[src/rtl/id_ex_stage_pkg.sv]
// Shared constants for the ID/EX stage: control-bundle bit positions, RV32I opcodes
// (instr[6:2]), ALUOp encodings and operand-usage helpers.
package id_ex_stage_pkg;

  localparam int CTRL_W              = 12;
  localparam int CTRL_BRANCH         = 11;
  localparam int CTRL_JUMP           = 10;
  localparam int CTRL_MEMREAD        = 9;
  localparam int CTRL_MEMTOREG       = 8;
  localparam int CTRL_ALUOP_HI       = 7;
  localparam int CTRL_ALUOP_LO       = 6;
  localparam int CTRL_MEMWRITE       = 5;
  localparam int CTRL_ALUSRC1        = 4;
  localparam int CTRL_ALUSRC2        = 3;
  localparam int CTRL_REGWRITE       = 2;
  localparam int CTRL_REGWRITESEL_HI = 1;
  localparam int CTRL_REGWRITESEL_LO = 0;

  localparam logic [4:0] OPCODE_LOAD    = 5'b00000;
  localparam logic [4:0] OPCODE_ARITH_I = 5'b00100;
  localparam logic [4:0] OPCODE_AUIPC   = 5'b00101;
  localparam logic [4:0] OPCODE_STORE   = 5'b01000;
  localparam logic [4:0] OPCODE_ARITH_R = 5'b01100;
  localparam logic [4:0] OPCODE_LUI     = 5'b01101;
  localparam logic [4:0] OPCODE_BRANCH  = 5'b11000;
  localparam logic [4:0] OPCODE_JALR    = 5'b11001;
  localparam logic [4:0] OPCODE_JAL     = 5'b11011;

  localparam logic [1:0] ALUOP_ADD    = 2'b00;
  localparam logic [1:0] ALUOP_BRANCH = 2'b01;
  localparam logic [1:0] ALUOP_RTYPE  = 2'b10;
  localparam logic [1:0] ALUOP_ITYPE  = 2'b11;

  function automatic logic op_uses_rs1(input logic [4:0] opcode);
    return !(opcode == OPCODE_LUI || opcode == OPCODE_AUIPC || opcode == OPCODE_JAL);
  endfunction

  function automatic logic op_uses_rs2(input logic [4:0] opcode);
    return (opcode == OPCODE_BRANCH || opcode == OPCODE_STORE || opcode == OPCODE_ARITH_R);
  endfunction

endpackage

[src/rtl/id_ex_stage_hazard_detect.sv]
// Load-use hazard detector: purely combinational compare of the ID instruction's
// source registers against a load currently sitting in EX.
module id_ex_stage_hazard_detect
  import id_ex_stage_pkg::*;
(
  input  logic       id_valid,
  input  logic [4:0] id_opcode,
  input  logic [4:0] id_rs1,
  input  logic [4:0] id_rs2,
  input  logic       ex_valid,
  input  logic       ex_memread,
  input  logic [4:0] ex_rd,
  output logic       lu_hazard
);

  logic uses_rs1;
  logic uses_rs2;
  logic rs1_match;
  logic rs2_match;

  // The rs fields of U/J-type encodings hold immediate bits, so they must not match.
  assign uses_rs1  = op_uses_rs1(id_opcode);
  assign uses_rs2  = op_uses_rs2(id_opcode);
  assign rs1_match = uses_rs1 && (ex_rd == id_rs1);
  assign rs2_match = uses_rs2 && (ex_rd == id_rs2);

  assign lu_hazard = id_valid && ex_valid && ex_memread && (ex_rd != 5'd0)
                     && (rs1_match || rs2_match);

endmodule

[src/rtl/id_ex_stage.sv]
// ID->EX pipeline register: 1-cycle latency; freezes on ex_hold, bubbles on flush,
// load-use hazard or empty ID, and stalls IF/ID combinationally.
module id_ex_stage
  import id_ex_stage_pkg::*;
#(
  parameter int XLEN  = 32,
  parameter int CNT_W = 16
) (
  input  logic              clk,
  input  logic              rst,
  input  logic              id_valid,
  input  logic [4:0]        id_opcode,
  input  logic [CTRL_W-1:0] id_ctrl,
  input  logic [XLEN-1:0]   id_pc,
  input  logic [XLEN-1:0]   id_rs1_data,
  input  logic [XLEN-1:0]   id_rs2_data,
  input  logic [XLEN-1:0]   id_imm,
  input  logic [4:0]        id_rs1,
  input  logic [4:0]        id_rs2,
  input  logic [4:0]        id_rd,
  input  logic [2:0]        id_funct3,
  input  logic              id_funct7_5,
  input  logic              ex_hold,
  input  logic              ex_flush,
  output logic              ex_valid,
  output logic [CTRL_W-1:0] ex_ctrl,
  output logic [XLEN-1:0]   ex_pc,
  output logic [XLEN-1:0]   ex_rs1_data,
  output logic [XLEN-1:0]   ex_rs2_data,
  output logic [XLEN-1:0]   ex_imm,
  output logic [4:0]        ex_rs1,
  output logic [4:0]        ex_rs2,
  output logic [4:0]        ex_rd,
  output logic [2:0]        ex_funct3,
  output logic              ex_funct7_5,
  output logic              stall_if_id,
  output logic [CNT_W-1:0]  stall_cnt
);

  logic              ex_valid_q,    ex_valid_d;
  logic [CTRL_W-1:0] ex_ctrl_q,     ex_ctrl_d;
  logic [XLEN-1:0]   ex_pc_q,       ex_pc_d;
  logic [XLEN-1:0]   ex_rs1_data_q, ex_rs1_data_d;
  logic [XLEN-1:0]   ex_rs2_data_q, ex_rs2_data_d;
  logic [XLEN-1:0]   ex_imm_q,      ex_imm_d;
  logic [4:0]        ex_rs1_q,      ex_rs1_d;
  logic [4:0]        ex_rs2_q,      ex_rs2_d;
  logic [4:0]        ex_rd_q,       ex_rd_d;
  logic [2:0]        ex_funct3_q,   ex_funct3_d;
  logic              ex_funct7_5_q, ex_funct7_5_d;
  logic [CNT_W-1:0]  stall_cnt_q,   stall_cnt_d;
  logic              lu_hazard;

  id_ex_stage_hazard_detect u_hazard_detect (
    .id_valid   (id_valid),
    .id_opcode  (id_opcode),
    .id_rs1     (id_rs1),
    .id_rs2     (id_rs2),
    .ex_valid   (ex_valid_q),
    .ex_memread (ex_ctrl_q[CTRL_MEMREAD]),
    .ex_rd      (ex_rd_q),
    .lu_hazard  (lu_hazard)
  );

  always_comb begin
    ex_valid_d    = ex_valid_q;
    ex_ctrl_d     = ex_ctrl_q;
    ex_pc_d       = ex_pc_q;
    ex_rs1_data_d = ex_rs1_data_q;
    ex_rs2_data_d = ex_rs2_data_q;
    ex_imm_d      = ex_imm_q;
    ex_rs1_d      = ex_rs1_q;
    ex_rs2_d      = ex_rs2_q;
    ex_rd_d       = ex_rd_q;
    ex_funct3_d   = ex_funct3_q;
    ex_funct7_5_d = ex_funct7_5_q;
    stall_cnt_d   = stall_cnt_q;
    if (!ex_hold) begin
      if (ex_flush || lu_hazard || !id_valid) begin
        // Bubble zeroes every field so no RegWrite/MemWrite/Branch reaches EX.
        ex_valid_d    = 1'b0;
        ex_ctrl_d     = '0;
        ex_pc_d       = '0;
        ex_rs1_data_d = '0;
        ex_rs2_data_d = '0;
        ex_imm_d      = '0;
        ex_rs1_d      = '0;
        ex_rs2_d      = '0;
        ex_rd_d       = '0;
        ex_funct3_d   = '0;
        ex_funct7_5_d = 1'b0;
        if (!ex_flush && lu_hazard && (stall_cnt_q != {CNT_W{1'b1}})) begin
          stall_cnt_d = stall_cnt_q + CNT_W'(1);
        end
      end else begin
        ex_valid_d    = 1'b1;
        ex_ctrl_d     = id_ctrl;
        ex_pc_d       = id_pc;
        ex_rs1_data_d = id_rs1_data;
        ex_rs2_data_d = id_rs2_data;
        ex_imm_d      = id_imm;
        ex_rs1_d      = id_rs1;
        ex_rs2_d      = id_rs2;
        ex_rd_d       = id_rd;
        ex_funct3_d   = id_funct3;
        ex_funct7_5_d = id_funct7_5;
      end
    end
  end

  always_ff @(posedge clk) begin
    if (rst) begin
      ex_valid_q    <= 1'b0;
      ex_ctrl_q     <= '0;
      ex_pc_q       <= '0;
      ex_rs1_data_q <= '0;
      ex_rs2_data_q <= '0;
      ex_imm_q      <= '0;
      ex_rs1_q      <= '0;
      ex_rs2_q      <= '0;
      ex_rd_q       <= '0;
      ex_funct3_q   <= '0;
      ex_funct7_5_q <= 1'b0;
      stall_cnt_q   <= '0;
    end else begin
      ex_valid_q    <= ex_valid_d;
      ex_ctrl_q     <= ex_ctrl_d;
      ex_pc_q       <= ex_pc_d;
      ex_rs1_data_q <= ex_rs1_data_d;
      ex_rs2_data_q <= ex_rs2_data_d;
      ex_imm_q      <= ex_imm_d;
      ex_rs1_q      <= ex_rs1_d;
      ex_rs2_q      <= ex_rs2_d;
      ex_rd_q       <= ex_rd_d;
      ex_funct3_q   <= ex_funct3_d;
      ex_funct7_5_q <= ex_funct7_5_d;
      stall_cnt_q   <= stall_cnt_d;
    end
  end

  // A flush redirects fetch anyway, so a hazard against the squashed ID instruction must not stall.
  assign stall_if_id = !rst && (ex_hold || (lu_hazard && !ex_flush));

  assign ex_valid    = ex_valid_q;
  assign ex_ctrl     = ex_ctrl_q;
  assign ex_pc       = ex_pc_q;
  assign ex_rs1_data = ex_rs1_data_q;
  assign ex_rs2_data = ex_rs2_data_q;
  assign ex_imm      = ex_imm_q;
  assign ex_rs1      = ex_rs1_q;
  assign ex_rs2      = ex_rs2_q;
  assign ex_rd       = ex_rd_q;
  assign ex_funct3   = ex_funct3_q;
  assign ex_funct7_5 = ex_funct7_5_q;
  assign stall_cnt   = stall_cnt_q;

endmodule

[config.mk]
export PLATFORM = sky130hd
export DESIGN_NAME = id_ex_stage
export DESIGN_NICKNAME = d
export VERILOG_FILES = /design/src/rtl/id_ex_stage_pkg.sv /design/src/rtl/id_ex_stage_hazard_detect.sv /design/src/rtl/id_ex_stage.sv
export SDC_FILE = /design/constraint.sdc
export NUM_CORES = 1
export LEC_CHECK = 0
export CORE_UTILIZATION = 25
export DETAILED_ROUTE_END_ITERATION = 8
export DONT_BUFFER_PORTS = 1
export MAX_ROUTING_LAYER = met4
export SYNTH_ARGS = -nofsm -noshare
export SYNTH_HDL_FRONTEND = slang
export SYNTH_SLANG_ARGS = --single-unit
[constraint.sdc]
create_clock -name clk -period 3.1 [get_ports clk]
set_input_delay 0.31 -clock clk [delete_from_list [all_inputs] [get_ports clk]]
set_output_delay 0.31 -clock clk [all_outputs]
set_load 0.03 [all_outputs]
Word level (Yosys, flattened, before mapping). Cells that the tools add are included.

Register bits after elaboration: 176. Output and inout port bits: 177.

Multiplexer cells: 11. Bitwise operators: 1. Reduce and logical (&&, ||, !) cells: 23. $add $sub $neg: 1. Equality and inequality tests: 9.

Operators by type and width (number): $mux 32 (4); $add 16x1->16 const B (1); $ne 16x16->1 const B (1); $eq 5x4->1 const B (3); $mux 5 (3); $mux 12 (1); $eq 5x5->1 (2); $eq 5x5->1 const B (2); $logic_and 1x1->1 (9); $logic_or 1x1->1 (8); $eq 5x3->1 const B (1); $reduce_bool 5->1 (1); $logic_not 1->1 (4); $mux 3 (1); $reduce_and 3->1 (1); $mux 1 (2); $not 1->1 (1).

Longest topological paths before layout. Gate-level depths: netlist of the first run.

Word-level depth: 10. Mapped depth: 9.

Modules after synthesis. From an unflattened synthesis of the first run, not the netlist that was laid out.

Cell total of the unflattened synthesis: 660. Area total of the unflattened synthesis: 6292.3 µm².

By module, submodules not included: id_ex_stage (cells each 639, area each 6122.1 µm², instances 1); id_ex_stage_hazard_detect (cells each 21, area each 170.2 µm², instances 1).

Least setup slack after synthesis of the first run. OpenSTA, ideal clock, no wires.

Kind: register -> register. Start point: register ex_rd_q[0] (netlist: ex_rd[0]). End point: register stall_cnt_q[14] (netlist: stall_cnt[14]). Data required time: 3.030 ns. Setup slack: 0.760 ns. Arrival: 2.269 ns. Clock period less this slack: 2.340 ns. Stages on the path, launching flop included: 8. Path buffers: 1. Path through: dfxtp_1 -> xnor2_1 -> nand4_1 -> or4_1 -> a2111o_1 -> buf_2 -> or4_1 -> a21oi_1.

Cells in the longest elaborated chain, start to end: 7. Elaborated cells on any way between the ends: 13.

RTL lines: from (decl) (line id_ex_stage.sv:48) `logic [4:0] ex_rd_q, ex_rd_d;`; from (signal assigned) (line id_ex_stage.sv:134) `ex_rd_q <= ex_rd_d;`; $eq 5x5->1 (on tied branches) (line id_ex_stage_hazard_detect.sv:24, id_ex_stage_hazard_detect.sv:25); $logic_and 1x1->1 (on tied branches) (line id_ex_stage_hazard_detect.sv:24, id_ex_stage_hazard_detect.sv:25); $logic_or 1x1->1 (line id_ex_stage_hazard_detect.sv:28) `&& (rs1_match || rs2_match);`; $logic_and 1x1->1 * (line id_ex_stage_hazard_detect.sv:28); $logic_or 1x1->1 / $logic_and 1x1->1 (equally long branches) (2 in a row) (line id_ex_stage.sv:79, id_ex_stage.sv:92); $reduce_and 3->1 (no line) *; to (signal assigned) (line id_ex_stage.sv:137) `stall_cnt_q <= stall_cnt_d;`; to (decl) (line id_ex_stage.sv:51) `logic [CNT_W-1:0] stall_cnt_q, stall_cnt_d;`.

Mark *: on every way between the ends. The rest lies on a longest branch, timed or not. A chain may end at the register's enable or synchronous reset.

Worst setup path in the final report of the first run.
Start point: register ex_rd_q[0] (netlist: ex_rd[0]). End point: output port stall_if_id.

Cells in the longest elaborated chain, start to end: 7. Elaborated cells on any way between the ends: 11.

RTL lines: $eq 5x5->1 (on tied branches) (line id_ex_stage_hazard_detect.sv:24, id_ex_stage_hazard_detect.sv:25); $logic_and 1x1->1 (on tied branches) (line id_ex_stage_hazard_detect.sv:24, id_ex_stage_hazard_detect.sv:25); $logic_or 1x1->1 (line id_ex_stage_hazard_detect.sv:28); $logic_and 1x1->1 * (line id_ex_stage_hazard_detect.sv:28); $logic_and 1x1->1 * (line id_ex_stage.sv:142) `assign stall_if_id = !rst && (ex_hold || (lu_hazard && !ex_flush));`; $logic_or 1x1->1 * (line id_ex_stage.sv:142); $logic_and 1x1->1 * (line id_ex_stage.sv:142); to (decl) (line id_ex_stage.sv:36) `output logic stall_if_id,`.

Marked as above.

==> impl_results.md, run 1 <==
* Post-route cell area at roughly 7700 µm²
* Setup crit end kind: primary output
* CTS tree: built
* Syn Nets at 652
* 1st-iter DRT viols at roughly 340
* Gpl congestion at 0.757
* Area growth from synthesis to layout at 35.0%
* Switch share at around 26%
* Synth unique cells at 32
* Internal at 3.53 mW
* R2R cell count at 7
* Post-synth top flop: dfxtp_1
* Hold depth at 1
* Async SR Flop Fraction at 0%
* Vias in the first global route at 4322
* Placed Instance Area at between 6000 and 7000 µm²
* Global route overflow at 0
* Num rows at 55
* Fmax at about 0.39 GHz
* Total wire length at 16800 µm
* Clk_lat worst skew at ~0.42 ns
* Clock sink count at 176
* Final WS setup at approximately 0.52 ns
* GRT Total Usage at 13.8%
* Post-DP HPWL at between 10000 and 15000 µm
* Die area at 23600 µm²
* H-tree level count at 4
* Worst path arrival time at 2.27 ns
* Placed Instances at 734
* Reg2reg setup slack at between 0.5 and 0.6 ns
* Initial Util at between 20 and 30%
* Seq/Total Area, Yosys at approximately three fifths
* Setup TNS at 0 ns
* Power density over the cells at 614 nW/µm²
* Fin cells at 882
* Post-CTS sizing at 0
* Worst Tran Pin Value at 0.944 ns
* Reg-to-reg endpoint: stall_cnt[14]
* Share of cells above drive strength 1 at approximately 7.4%
* First-pass GRT wire length at around 24000 µm
* # DRC at 0
* Fin. Hold Viols at 0
* Status: finished clean
* Seq pwr share at between 50% and 60%
* Number of max-cap violations at 0
* Startpoint types: flip-flop
* Logic gate share of total power at 5.3%
* Initial antenna violation count at 0
* Final core utilization at between 30% and 40%
* Reg clk slew, reported paths at around 0.070 ns
* Crit Path Max Fanout at 2
* Largest net degree at the start of global routing at 93
* Net count, final at 754
* Antenna fix cells at 0
* Pre-CTS WS at about 0.55 ns
* Net switching power at around 1.2 mW
* Hold Crit Endpoint: ex_funct7_5
* Top Ports at 346
* Die height at 154 µm
* CP Class: flip-flop to primary output
* Clock buffer depth at 2
* DR pass1 iterations at 4
* Tmin final at 2.58 ns
* WL per Instance at about 19 µm
* Post-synth EDFFs at 0
* Clock Skew at 0.0124 ns
* Hold Startpoint: id_funct7_5
* IR drop worst, VDD at approximately 0.28 mV
* Min Hold Slack at 0.0218 ns
* Vias/cell at 5.07
* Leak Pwr at 2.95 nW
* Crit share post-route at 83.3%
* Hold Path Class: primary input to flip-flop
* Total number of vias at 4474
* Antenna viol nets, final at 0
* Setup Viol. Count Final at 0
* YS warnings at 0
* Syn_area_per_cell at 11.9 µm²
* Post-Synthesis Cell Area at 5740 µm²
* Clock power frac at 43.3%
* Inserted Clock Buffers at 17
* RSZ-0062 raised after global routing: no
* Total power at 4.76 mW
* Core area at 22600 µm²
* Number of buffers inserted by port buffering at 0
* Die extent in x at around 150 µm
* Synthesized flop and latch total at 176
* R2R Path Start: stall_cnt[0]
* Slew headroom at a little under two fifths
* Final max-slew violation count at 0
* CP required at 2.79 ns
* Mapped Cells at a little under 500
* Clock root cell: clkbuf_16
## repair_timing
action | CTS | global route
endpoints found under the setup margin | 0 | 0
hold endpoints to repair | 114 | 17
hold buffers | 99 | 17
buffers inserted | 0 | 0
## sequential cells by signal, summed over array words and instances (netlist names)
name	flops
ex_imm	32
ex_pc	32
ex_rs1_data	32
ex_rs2_data	32
stall_cnt	16
ex_ctrl	12
ex_rd	5
ex_rs1	5
ex_rs2	5
ex_funct3	3
ex_funct7_5	1
ex_valid	1
## cell families (layout without fill, tap and decap cells)
group,after synthesis,in the layout,synth area share (%)
AOI/OAI and AO/OA,195,195,27.8
DFF,176,176,61.4
and+or+nand+nor,53,53,5.47
buffers and inverters,45,160,3.25
xor gates and xnor gates,11,11,1.68
adders and majority gates,1,1,0.218
muxes,1,1,0.174
## Yosys cell counts, types with 2 or more instances
cell type,count,area [µm²]
o21ai_0,15,75.1
or3_1,12,75.1
clkbuf_1,30,113
nor2b_1,3,18.8
xor2_1,9,78.8
or4_1,3,22.5
nand4_1,5,31.3
xnor2_1,2,17.5
a22o_1,159,1390
nand3_1,8,40.0
nor3_1,2,10.0
buf_2,11,55.1
a21o_1,2,15.0
inv_1,2,7.51
nor2_1,5,18.8
a21oi_1,15,75.1
nand2_1,6,22.5
and4_1,3,26.3
dfxtp_1,176,3520
o31ai_1,2,15.0
## how the worst max path moves through the flow
| stage | start | to | slack [ns] |
|---|---|---|---|
| 6_report | ex_rd[0] | stall_if_id | 0.52 |
| 5_1_grt | ex_rd[0] | stall_if_id | 0.31 |
| 4_1_cts | ex_rd[0] | stall_if_id | 0.44 |
| 3_5_place_dp | stall_cnt[0] | stall_cnt[10] | 0.55 |
| 3_3_place_gp | stall_cnt[0] | stall_cnt[14] | 0.61 |
| 2_1_floorplan | ex_rd[0] | stall_cnt[14] | 0.76 |
## layout make-up
| class | count | area, µm² |
|---|---|---|
| repair buffers | 126 | 1240 |
| inverters | 2 | 7.51 |
| flip-flops and latches | 176 | 3520 |
| well taps | 285 | 357 |
| clock buffers | 18 | 429 |
| clock inverters | 14 | 148 |
| multi-input cells | 261 | 2050 |
| fillers | 2213 | 14800 |
## power by group through the flow
stage	logic, mW	clock network, mW	registers, mW
after floorplan	0.100	0	2.49
after global placement	0.114	0	2.50
after detailed placement	0.120	0	2.50
after CTS	0.229	2.13	2.45
after global routing	0.269	2.24	2.45
final	0.252	2.06	2.45
## metal layers
| layer | vias up | wire length, µm | track usage [%] |
|---|---|---|---|
| met5 | - | 0 | - |
| met4 | 0 | 431 | 5.29 |
| met3 | 26 | 1610 | 5.52 |
| li1 | 2050 | - | - |
| met1 | 2159 | 6400 | 14.9 |
| met2 | 239 | 8330 | 22.5 |
## critical path, stage by stage (launching register included)
cell and delay (ns):
dfxtp_1 0.32, xnor2_1 0.21, nand4_1 0.13, or4_1 0.44, o21ai_0 0.37, a21o_1 0.39
## layout by cell type, fill, tap and decap left out, types with 2 or more instances in the layout
cell type / count
inv_8: 5
and4_1: 3
clkinv_4: 4
xnor2_1: 2
a21o_1: 2
clkbuf_16: 17
nand4_1: 5
or4_1: 3
a21oi_1: 15
clkinvlp_4: 2
a22o_1: 159
nor3_1: 2
dfxtp_1: 176
or3_1: 12
o21ai_0: 15
clkinv_8: 2
nor2b_1: 2
inv_1: 2
xor2_1: 9
nand2_1: 6
nand3_1: 8
o31ai_1: 2
nor2_1: 5
buf_4: 10
dlygate4sd3_1: 116
Power figures use the tool's default switching activity.
==> inputs of run 2 (changes only) <==
clock period = 2.2 ns   (was 3.1 ns; I/O delays follow)
==> impl_results.md, run 2 <==
* Post-CTS sizing at 5 (was 0)
* Async SR Flop Fraction at 0% (unchanged)
* Post-DP HPWL at 11500 µm (was 10800 µm)
* Die height at 154 µm (unchanged)
* Initial Util at 25.4% (unchanged)
* Post-synth top flop: dfxtp_1 (unchanged)
* Most numerous cell in the Yosys netlist: dfxtp_1 (unchanged)
* Stop stage: clock tree synthesis (4_1_cts)
* Num rows at 55 (unchanged)
* Top-area cell type share of the netlist area at 61.4% (unchanged)
* Top Ports at 346 (unchanged)
* Clock root cell: clkbuf_16 (unchanged)
* Clock buffer depth at 2 (unchanged)
* Seq/Total Area, Yosys at 61.4% (unchanged)
* Die extent in x at 154 µm (unchanged)
* YS warnings at 0 (unchanged)
* Placed Instance Area at 6250 µm² (was 6010 µm²)
* Synth cell count leaders: dfxtp_1, a22o_1, clkbuf_1 (unchanged)
* Syn_area_per_cell at 11.9 µm² (unchanged)
* Gpl congestion at 0.762 (was 0.757)
* Post-synth EDFFs at 0 (unchanged)
* # hold bufs at CTS at 159 (was 99)
* Clock sink count at 176 (unchanged)
* Mapped Cells at 482 (unchanged)
* Cells taking the most area after synthesis: dfxtp_1, a22o_1, clkbuf_1 (unchanged)
* Synth unique cells at 32 (unchanged)
* Inserted Clock Buffers at 17 (unchanged)
* Post-Synthesis Cell Area at 5740 µm² (unchanged)
* Pre-CTS WS at -0.118 ns (was 0.554 ns)
* Yosys top cell by area: dfxtp_1 (unchanged)
* Status: stopped before the end (was finished clean)
* Syn Nets at 652 (unchanged)
* Synthesized flop and latch total at 176 (unchanged)
* First error: [ERROR RSZ-0060] Max buffer count reached.
* Number of buffers inserted by port buffering at 0 (unchanged)
* Setup Buffers After CTS at 0 (unchanged)
* H-tree level count at 4 (unchanged)
==> run 2: cell counts after synthesis <==
No cell type changed its count.
==> run 2: metrics by stage <==
stage          hold slack (ns)  std cells
3_3_place_gp             0.290        757
3_5_place_dp             0.293        757
2_1_floorplan            0.346        482
==> run 2: kinds of logic after synthesis <==
logic type / synth area share, %
simple gates: 5.47
compound gates: 27.8
mux: 0.174
fa+ha+maj: 0.218
flops: 61.4
xor+xnor: 1.68
buf+inv: 3.25
==> inputs of run 3 (changes only) <==
CORE_UTILIZATION = 20   (was 25)
MAX_ROUTING_LAYER = default   (was met4)
PLACE_DENSITY_LB_ADDON = 0.15   (was default)
clock period = 2.9 ns   (was 2.2 ns; I/O delays follow)
==> impl_results.md, run 3 (synthesis results as in run 1) <==
* Num rows at 61 (was 55)
* Total wire length at 17700 µm
* Gpl congestion at 0.760 (was 0.762)
* First-pass GRT wire length at 25300 µm
* Final max-slew violation count at 0
* Worst Tran Pin Value at roughly 0.83 ns
* R2R cell count at 6
* WL per Instance at approximately 17 µm
* Number of buffers inserted by port buffering at 0 (unchanged)
* Min Hold Slack at a little over 0.3 ns
* # DRC at 0
* Hold Crit Endpoint: ex_pc[4]
* Net count, final at ~800
* CP Class: flip-flop to primary output
* Status: finished clean (was stopped before the end)
* Hold Path Class: primary input to flip-flop
* Setup TNS at 0 ns
* Initial Util at 20.5% (was 25.4%)
* Vias/cell at 4.51
* Post-DP HPWL at 11100 µm (was 11500 µm)
* Reg2reg setup slack at ~0.3 ns
* Top Ports at 346 (unchanged)
* CTS tree: built
* Crit share post-route at between 90% and 100%
* Leak Pwr at 3.18 nW
* Setup crit end kind: primary output
* H-tree level count at 4 (unchanged)
* Reg clk slew, reported paths at around 0.070 ns
* Area growth from synthesis to layout at 45.9%
* R2R Path Start: ex_rd[2]
* Commonest non-fill, non-tap cells in the layout: dfxtp_1, dlygate4sd3_1, a22o_1, clkbuf_16
* Number of max-cap violations at 0
* Hold depth at 2
* Startpoint types: flip-flop
* Clock sink count at 176 (unchanged)
* Die extent in x at 171 µm (was 154 µm)
* Inserted Clock Buffers at 17 (unchanged)
* Slew headroom at 44.3%
* Clock buffer depth at 2 (unchanged)
* Share of cells above drive strength 1 at 7.31%
* 1st-iter DRT viols at 164
* CP required at between 2 and 3 ns
* Setup Viol. Count Final at 0
* Clk_lat worst skew at 0.42 ns
* Vias in the first global route at 4610
* Largest net degree at the start of global routing at 131
* Worst path arrival time at roughly 2.5 ns
* Crit Path Max Fanout at 5
* RSZ-0062 raised after global routing: no
* Hold Startpoint: rst
* Commonest non-fill, non-tap cell in the layout: dfxtp_1
* Power density over the cells at 629 nW/µm²
* Global route overflow at 0
* Fin. Hold Viols at 0
* IR drop worst, VDD at around 0.33 mV
* Clock Skew at 0.00963 ns
* Clock root cell: clkbuf_16 (unchanged)
* Initial antenna violation count at 1
* Tmin final at between 2 and 3 ns
* Reg-to-reg endpoint: stall_cnt[14]
* GRT Total Usage at a little under an eighth
* DR pass1 iterations at 4
* Die area at 29400 µm²
* Die height at 171 µm (was 154 µm)
* Final core utilization at around 30%
* Core area at 28000 µm²
* Total number of vias at 4608
* Antenna viol nets, final at 0
* Fmax at ~0.37 GHz
==> run 3: where the power goes <==
group | internal [mW] | switching, mW | total [mW]
clock network | 1.32 | 1.00 | 2.32
registers | 2.47 | 0.144 | 2.62
logic | 0.201 | 0.128 | 0.329
==> run 3: layout make-up <==
| type | count | area, µm² |
|---|---|---|
| inverter | 2 | 7.51 |
| timing repair buffer | 173 | 1740 |
| antenna | 1 | 2.50 |
| clock inverter | 12 | 131 |
| tap | 378 | 473 |
| sequential | 176 | 3520 |
| fill | 2850 | 19600 |
| clock buffer | 19 | 453 |
| multi-input combinational | 261 | 2050 |
==> run 3: layer usage <==
layer  wire length (µm)  share of wire [%]  track usage, %
met4                345                1.9            4.97
met1               6590                 37            11.2
met2               8780                 50            19.8
met3               2000                 11            5.71
met5                  0                  0               0
==> run 3: per-stage QoR <==
| stage | setup slack, ns | total power, mW | area (µm²) | cells |
|---|---|---|---|---|
| after floorplan | 0.560 | 2.77 | 5740 | 482 |
| after detailed placement | 0.355 | 2.81 | 6180 | 830 |
| after global routing | 0.000498 | 5.50 | 8370 | 1022 |
| after CTS | 0.154 | 5.37 | 8370 | 1021 |
| after global placement | 0.385 | 2.81 | 6180 | 830 |
| final | 0.165 | 5.27 | 8370 | 1022 |
==> run 3: how the worst max path moves through the flow <==
stage,start,to,slack [ns],cells past startpoint
floorplan,ex_rd[0],stall_cnt[14],0.56,7
global placement,ex_rd[2],stall_cnt[10],0.39,6
detailed placement,ex_rd[2],stall_cnt[14],0.35,6
CTS,ex_rd[2],stall_if_id,0.15,5
global route,ex_rd[2],stall_if_id,0.0005,5
finish,ex_rd[2],stall_if_id,0.16,5
==> run 3: worst max-delay path, cell delays in order (launching register included) <==
cell and delay, ns:
dfxtp_1 0.42, xnor2_1 0.16, nand4_1 0.12, or4_1 0.44
o21ai_0 0.47, a21o_1 0.40
==> run 3: repair_timing <==
item / in CTS / in global routing
endpoints found under the hold margin: 175 / 0
buffers inserted: 0 / 0
hold buffers: 160 / 0
resized for setup: 0 / 0
setup endpoints to repair: 0 / 0
